[config.mk]
export PLATFORM = sky130hd
export DESIGN_NAME = mem_access_unit
export DESIGN_NICKNAME = d
export VERILOG_FILES = /design/src/rtl/mips_pkg.sv /design/src/rtl/load_store_align.sv /design/src/rtl/mem_access_unit.sv
export SDC_FILE = /design/constraint.sdc
export NUM_CORES = 1
export LEC_CHECK = 0
export CAP_MARGIN = 10
export CORE_MARGIN = 4
export CORE_UTILIZATION = 39
export CTS_BUF_LIST = sky130_fd_sc_hd__clkbuf_4 sky130_fd_sc_hd__clkbuf_8
export CTS_CLUSTER_DIAMETER = 80
export DETAILED_ROUTE_END_ITERATION = 16
export MAX_ROUTING_LAYER = met4
export PLACE_DENSITY_LB_ADDON = 0.3
export SLEW_MARGIN = 20
export SYNTH_ARGS = -nofsm -noshare
export SYNTH_HDL_FRONTEND = slang
export SYNTH_SLANG_ARGS = --single-unit
export TNS_END_PERCENT = 5
[constraint.sdc]
create_clock -name clk -period 1.65 [get_ports clk]
set_input_delay 0.2475 -clock clk [delete_from_list [all_inputs] [get_ports clk]]
set_output_delay 0.2475 -clock clk [all_outputs]
set_load 0.02 [all_outputs]
[src/rtl/mips_pkg.sv]
`default_nettype none
// ============================================================================
// Module      : mips_pkg
// Description : Shared types and constants for the MIPS memory stage.
// Revision    : 1.0 - initial release
// ============================================================================
package mips_pkg;

    localparam int MAU_ADDR_W = 32;

    typedef enum logic [1:0] {
        MS_BYTE = 2'b00,
        MS_HALF = 2'b01,
        MS_WORD = 2'b10
    } mem_size_t;

    typedef enum logic [0:0] {
        IDLE = 1'b0,
        BUSY = 1'b1
    } mau_state_t;

    // Size code 2'b11 falls into the word case.
    function automatic logic is_misaligned(input logic [1:0] size, input logic [1:0] addr_lo);
        logic r;
        case (size)
            MS_BYTE: r = 1'b0;
            MS_HALF: r = addr_lo[0];
            default: r = |addr_lo;
        endcase
        return r;
    endfunction

endpackage
`default_nettype wire

[src/rtl/load_store_align.sv]
`default_nettype none
// ============================================================================
// Module      : load_store_align
// Description : Byte-lane steering for stores and lane extraction for loads.
// Revision    : 1.0 - initial release
// ============================================================================
module load_store_align
    import mips_pkg::*;
(
    input  logic [1:0]  st_size,
    input  logic [1:0]  st_addr_lo,
    input  logic [31:0] st_wdata,
    output logic [3:0]  st_be,
    output logic [31:0] st_lanes,
    output logic        misaligned,
    input  logic [1:0]  ld_size,
    input  logic [1:0]  ld_addr_lo,
    input  logic        ld_signed,
    input  logic [31:0] ld_rdata,
    output logic [31:0] ld_value
);

    logic [7:0]  w_byte;
    logic [15:0] w_half;

    always_comb begin
        misaligned = is_misaligned(st_size, st_addr_lo);
        st_be      = 4'b1111;
        st_lanes   = st_wdata;
        case (st_size)
            MS_BYTE: begin
                st_be    = 4'b0001 << st_addr_lo;
                st_lanes = {4{st_wdata[7:0]}};
            end
            MS_HALF: begin
                st_be    = st_addr_lo[1] ? 4'b1100 : 4'b0011;
                st_lanes = {2{st_wdata[15:0]}};
            end
            default: begin
                st_be    = 4'b1111;
                st_lanes = st_wdata;
            end
        endcase
    end

    always_comb begin
        w_byte   = ld_rdata[{ld_addr_lo, 3'b000} +: 8];
        w_half   = ld_rdata[{ld_addr_lo[1], 4'b0000} +: 16];
        ld_value = ld_rdata;
        case (ld_size)
            MS_BYTE: ld_value = ld_signed ? {{24{w_byte[7]}}, w_byte} : {24'h0, w_byte};
            MS_HALF: ld_value = ld_signed ? {{16{w_half[15]}}, w_half} : {16'h0, w_half};
            default: ld_value = ld_rdata;
        endcase
    end

endmodule
`default_nettype wire

[src/rtl/mem_access_unit.sv]
`default_nettype none
// ============================================================================
// Module      : mem_access_unit
// Description : MIPS MEM stage; req/ack data-memory access with stall control.
// Revision    : 1.0 - initial release
// ============================================================================
module mem_access_unit
    import mips_pkg::*;
#(
    parameter int ADDR_W = MAU_ADDR_W,
    parameter int DATA_W = 32
) (
    input  logic              clk,
    input  logic              reset_n,
    input  logic              ex_valid,
    input  logic              MemRead_in,
    input  logic              MemWrite_in,
    input  logic [1:0]        MemSize_in,
    input  logic              MemSigned_in,
    input  logic              RegWrite_in,
    input  logic              MemtoReg_in,
    input  logic [DATA_W-1:0] ALUResult_in,
    input  logic [DATA_W-1:0] WriteData_in,
    input  logic [4:0]        WriteReg_in,
    output logic              RegWrite_out,
    output logic              MemtoReg_out,
    output logic [DATA_W-1:0] ReadData_out,
    output logic [DATA_W-1:0] ALUResult_out,
    output logic [4:0]        WriteReg_out,
    output logic              stall,
    output logic              addr_err,
    output logic              dmem_req,
    output logic              dmem_we,
    output logic [ADDR_W-1:0] dmem_addr,
    output logic [3:0]        dmem_be,
    output logic [DATA_W-1:0] dmem_wdata,
    input  logic [DATA_W-1:0] dmem_rdata,
    input  logic              dmem_ack
);

    mau_state_t        r_state;
    logic              r_req;
    logic              r_we;
    logic [ADDR_W-1:0] r_addr;
    logic [3:0]        r_be;
    logic [DATA_W-1:0] r_wdata;
    logic [1:0]        r_size;
    logic              r_signed;
    logic              r_is_load;
    logic              r_regwrite;
    logic              r_memtoreg;
    logic [4:0]        r_writereg;
    logic [DATA_W-1:0] r_alu;

    logic              w_mem_op;
    logic              w_misaligned;
    logic              w_accept;
    logic [3:0]        w_st_be;
    logic [DATA_W-1:0] w_st_lanes;
    logic [DATA_W-1:0] w_ld_value;

    assign w_mem_op = ex_valid & (MemRead_in | MemWrite_in);
    assign w_accept = (r_state == IDLE) & w_mem_op & ~w_misaligned;

    load_store_align u_align (
        .st_size    (MemSize_in),
        .st_addr_lo (ALUResult_in[1:0]),
        .st_wdata   (WriteData_in),
        .st_be      (w_st_be),
        .st_lanes   (w_st_lanes),
        .misaligned (w_misaligned),
        .ld_size    (r_size),
        .ld_addr_lo (r_alu[1:0]),
        .ld_signed  (r_signed),
        .ld_rdata   (dmem_rdata),
        .ld_value   (w_ld_value)
    );

    always_comb begin
        RegWrite_out  = 1'b0;
        MemtoReg_out  = 1'b0;
        ReadData_out  = '0;
        ALUResult_out = '0;
        WriteReg_out  = '0;
        stall         = 1'b0;
        addr_err      = 1'b0;
        case (r_state)
            IDLE: begin
                if (w_mem_op && w_misaligned) begin
                    // Faulting access is dropped: no write-back, no bus cycle.
                    addr_err      = 1'b1;
                    ALUResult_out = ALUResult_in;
                    WriteReg_out  = WriteReg_in;
                end else if (w_mem_op) begin
                    stall = 1'b1;
                end else if (ex_valid) begin
                    RegWrite_out  = RegWrite_in;
                    MemtoReg_out  = MemtoReg_in;
                    ALUResult_out = ALUResult_in;
                    WriteReg_out  = WriteReg_in;
                end
            end
            BUSY: begin
                if (dmem_ack) begin
                    RegWrite_out  = r_regwrite;
                    MemtoReg_out  = r_memtoreg;
                    ALUResult_out = r_alu;
                    WriteReg_out  = r_writereg;
                    ReadData_out  = r_is_load ? w_ld_value : '0;
                end else begin
                    stall = 1'b1;
                end
            end
            default: stall = 1'b0;
        endcase
    end

    always_ff @(posedge clk or negedge reset_n) begin
        if (!reset_n) begin
            r_state    <= IDLE;
            r_req      <= 1'b0;
            r_we       <= 1'b0;
            r_addr     <= '0;
            r_be       <= '0;
            r_wdata    <= '0;
            r_size     <= '0;
            r_signed   <= 1'b0;
            r_is_load  <= 1'b0;
            r_regwrite <= 1'b0;
            r_memtoreg <= 1'b0;
            r_writereg <= '0;
            r_alu      <= '0;
        end else begin
            case (r_state)
                IDLE: begin
                    if (w_accept) begin
                        r_state    <= BUSY;
                        r_req      <= 1'b1;
                        r_we       <= MemWrite_in & ~MemRead_in;
                        r_addr     <= {ALUResult_in[ADDR_W-1:2], 2'b00};
                        r_be       <= w_st_be;
                        r_wdata    <= MemRead_in ? '0 : w_st_lanes;
                        r_size     <= MemSize_in;
                        r_signed   <= MemSigned_in;
                        r_is_load  <= MemRead_in;
                        r_regwrite <= RegWrite_in;
                        r_memtoreg <= MemtoReg_in;
                        r_writereg <= WriteReg_in;
                        r_alu      <= ALUResult_in;
                    end
                end
                BUSY: begin
                    if (dmem_ack) begin
                        r_state <= IDLE;
                        r_req   <= 1'b0;
                        r_we    <= 1'b0;
                        r_addr  <= '0;
                        r_be    <= '0;
                        r_wdata <= '0;
                    end
                end
                default: r_state <= IDLE;
            endcase
        end
    end

    assign dmem_req   = r_req;
    assign dmem_we    = r_we;
    assign dmem_addr  = r_addr;
    assign dmem_be    = r_be;
    assign dmem_wdata = r_wdata;

endmodule
`default_nettype wire
==> qor.csv <==
stage,metric,value,unit
status,status,"finished, violations left",
status,violations,negative setup slack,
clock_tree,path_clk_slew,0.11,ns
floorplan,dieArea,0.01650,mm2
yosys,postSynthCellCount,618,
setup_path,crit_start,r_alu[1]$_DFFE_PN0P_,
detailed_routing,drc,0,
layout,fin_util,0.6682,
grt,grt.busiest_layer,met2,
layout,fill_cells,1164,
layout,syn2layout_area_growth,65.87,%
grt,antenna_found_initial,0,
layout,drive_gt1_frac,0.2495,
detailed_routing,drt-initial-drc-count,360,
sta,finalSetupViolations,73,
grt,grt_max_degree,109,
clock_tree,worstSkewPairLatency,0.38,ns
setup_path,worst_setup_path_start_kind,register,
yosys,synth-adder-area-share,0,
floorplan,start_util,0.4028,
grt,grt_util_met3,0.05729,
sta,fin_worst_skew,0.009921,ns
yosys,ys_seq_area_frac,0.4955,
detailed_routing,wl_per_cell,18.99,um
detailed_routing,vias,5846,
setup_path,crit_top_cell,buf_6,
place,port_buffers,252,
yosys,synth_area,0.005657,mm2
place,place_ws,-0.8885,ns
floorplan,io_pins,255,
floorplan,die_width,128.4,um
layout,diodes,0,
yosys,synth_top_family_by_area,simple AND/OR/NAND/NOR gates,
setup_path,cp_slowest_cell,dfrtp_2,
run,cap_violations,0,
grt,met1_usage,0.3214,
place,gp_congestion,0.9358,
setup_path,crit_required,1.40,ns
clock_tree,numCtsBuffers,9,
place,dp_hpwl,15.32,mm
detailed_routing,drtPass1Iterations,5,
yosys,synth_xor_area_frac,0.001548,
grt,grt_pass1_vias,5946,
grt,grt_remaining_overflow,0,
setup_path,critical_path_peak_fanout,6,
setup_path,reg2reg_slack,0.06,ns
pwr,powerDensity,934.5,mW/mm2
floorplan,dieHeight,128.4,um
sta,finalHoldViolations,0,
detailed_routing,antenna_left,0,
grt,grt_pass1_wl,32.01,mm
clock_tree,cts-root-buf,clkbuf_8,
setup_path,critPathMaxStageDelay,0.51,ns
sta,fin_crit,2.444,ns
clock_tree,cts_tree,yes,
layout,layout_common_cells,"nand2_1 (197), clkdlybuf4s50_1 (117), dfrtp_1 (111)",
sta,fmax,409.2,MHz
setup_path,arrival,2.20,ns
sta,finalMaxSlewViolations,0,
layout,finalNetCount,1034,
pwr,leakage,0.005187,uW
sta,post-route-period-util,1.481,
yosys,synth_warnings,0,
pwr,irDropWorstVdd,0.5753,mV
detailed_routing,wl,21.00,mm
yosys,synth.area.mux_share,0.06105,
sta,rsz0062_at_grt,true,
clock_tree,htree_levels,3,
sta,worst_pin_slew,0.6151,ns
yosys,ys_types,42,
setup_path,cp-end-kind,output port,
setup_path,timing.rr.start,r_state$_DFF_PN0_,
grt,met2_usage,0.3990,
sta,timing.slew.headroom,0.5900,
yosys,synth-simple-area-share,0.1971,
sta,setup_ws,-0.7936,ns
setup_path,r2r_end,dmem_addr[13]$_DFFE_PN0P_,
clock_tree,clock_path_buffers,2,
setup_path,critPathKind,reg2out,
floorplan,coreArea,0.01404,mm2
setup_path,r2r_cells,6,
grt,gr-usage-all-layers,0.2520,
detailed_routing,vias_per_cell,5.286,
setup_path,crit_end,ReadData_out[5],
yosys,ys_ff_latch,112,
pwr,power,8768,uW
yosys,syn_avg_cell_area,9.153,um2
layout,final_common_cell,nand2_1,
clock_tree,cts.sinks,112,
setup_path,worstPathCellList,buf_6 > mux2_4 > a222oi_1 > buf_4 > nor2_2 > buf_6,
hold_path,hold_path.class,in2async,
floorplan,row_count,43,
yosys,synth_compound_area_frac,0.1922,
## synth_stat cells (all sizes together)
master	instances	area share
and4	1	0.0015
mux2i	24	0.042
clkbuf	21	0.014
nor3	1	0.00088
nand3b	9	0.012
nor2b	2	0.0022
nand3	11	0.0097
conb	1	0.00066
o22ai	1	0.0011
nor2	22	0.015
nand4	1	0.0011
inv	11	0.0073
a222oi	7	0.012
o2bb2ai	24	0.037
a221oi	9	0.014
and3	1	0.0011
a21oi	10	0.011
and2	2	0.0022
or2	1	0.0011
nor3b	3	0.0060
a32o	2	0.0035
a22o	45	0.071
dfrtp	112	0.50
nand2	215	0.14
xnor2	1	0.0015
o21ai	38	0.036
o32ai	2	0.0031
mux2	9	0.019
nand4b	1	0.0015
a21boi	1	0.0033
buf	30	0.030
## power breakdown
part	internal [uW]	total, uW	switching (uW)
clock network	600	1560	965
logic	1750	3590	1850
registers	3260	3610	346
## what timing repair did
action	CTS	global route
setup buffers	1	7
endpoints found under the hold margin	8	0
gates cloned	0	2
pin swaps	19	24
gates resized for setup	349	107
setup endpoints to repair	142	173
hold buffers	1	0
## sequential cells by signal, indices dropped and copies added, names as in the netlist, 2 cells and up
name	flops
dmem_wdata	32
r_alu	32
dmem_addr	30
r_writereg	5
dmem_be	4
r_size	2
## worst max-delay path, delay by kind of cell, from the launching register on
| kind | cells | cell delay, ns |
|---|---|---|
| and+or+nand+nor | 1 | 0.04 |
| muxes | 1 | 0.30 |
| DFF | 1 | 0.51 |
| buffers and inverters | 3 | 0.51 |
| AOI/OAI and AO/OA | 1 | 0.46 |
## how the worst min path moves through the flow
| stage | end | slack [ns] | depth (start not counted) |
|---|---|---|---|
| 4_1_cts | r_alu[17]$_DFFE_PN0P_ | 0.17 | 2 |
| 5_1_grt | r_alu[17]$_DFFE_PN0P_ | 0.19 | 2 |
| 2_1_floorplan | dmem_addr[10]$_DFFE_PN0P_ | -0.05 | 0 |
| 3_3_place_gp | dmem_addr[14]$_DFFE_PN0P_ | 0.06 | 1 |
| 3_5_place_dp | r_alu[17]$_DFFE_PN0P_ | 0.06 | 1 |
| 6_report | r_alu[17]$_DFFE_PN0P_ | 0.19 | 2 |
## final cells by class
class                   instances  area [um2]  share of cell area
repair buffers                343        3417              0.3642
flip-flops and latches        112        2804              0.2988
multi-input cells             445        2716              0.2895
well taps                     180       225.2             0.02400
clock buffers                  10       137.6             0.01467
clock inverters                 5       41.29            0.004401
inverters                      11       41.29            0.004401
## routing by layer
layer	part of all wire	up-vias	routed length, um
met1	0.42	2825	8771
li1	-	2735	-
met3	0.081	33	1708
met5	0	-	0
met2	0.48	253	9986
met4	0.025	0	533
## stage by stage
step                      hold slack, ns  instances  TNS, ns  instance area, um2
final                             0.1866       1106   -34.87                9383
after global routing              0.1866       1106   -40.09                9383
after CTS                         0.1708       1098   -33.80                8999
after detailed placement         0.06035       1081   -99.83                8946
after global placement           0.05530       1081   -96.64                8946
after floorplan                 -0.04809        619   -2.963                5737
## logic make-up (layout without fill, tap and decap cells)
family / after synthesis / count (layout)
AOI/OAI and AO/OA: 139 / 139
xor gates and xnor gates: 1 / 1
buffers and inverters: 62 / 369
DFF: 112 / 112
muxes: 33 / 33
other: 1 / 2
and+or+nand+nor: 270 / 270
Power figures use the tool's default switching activity.
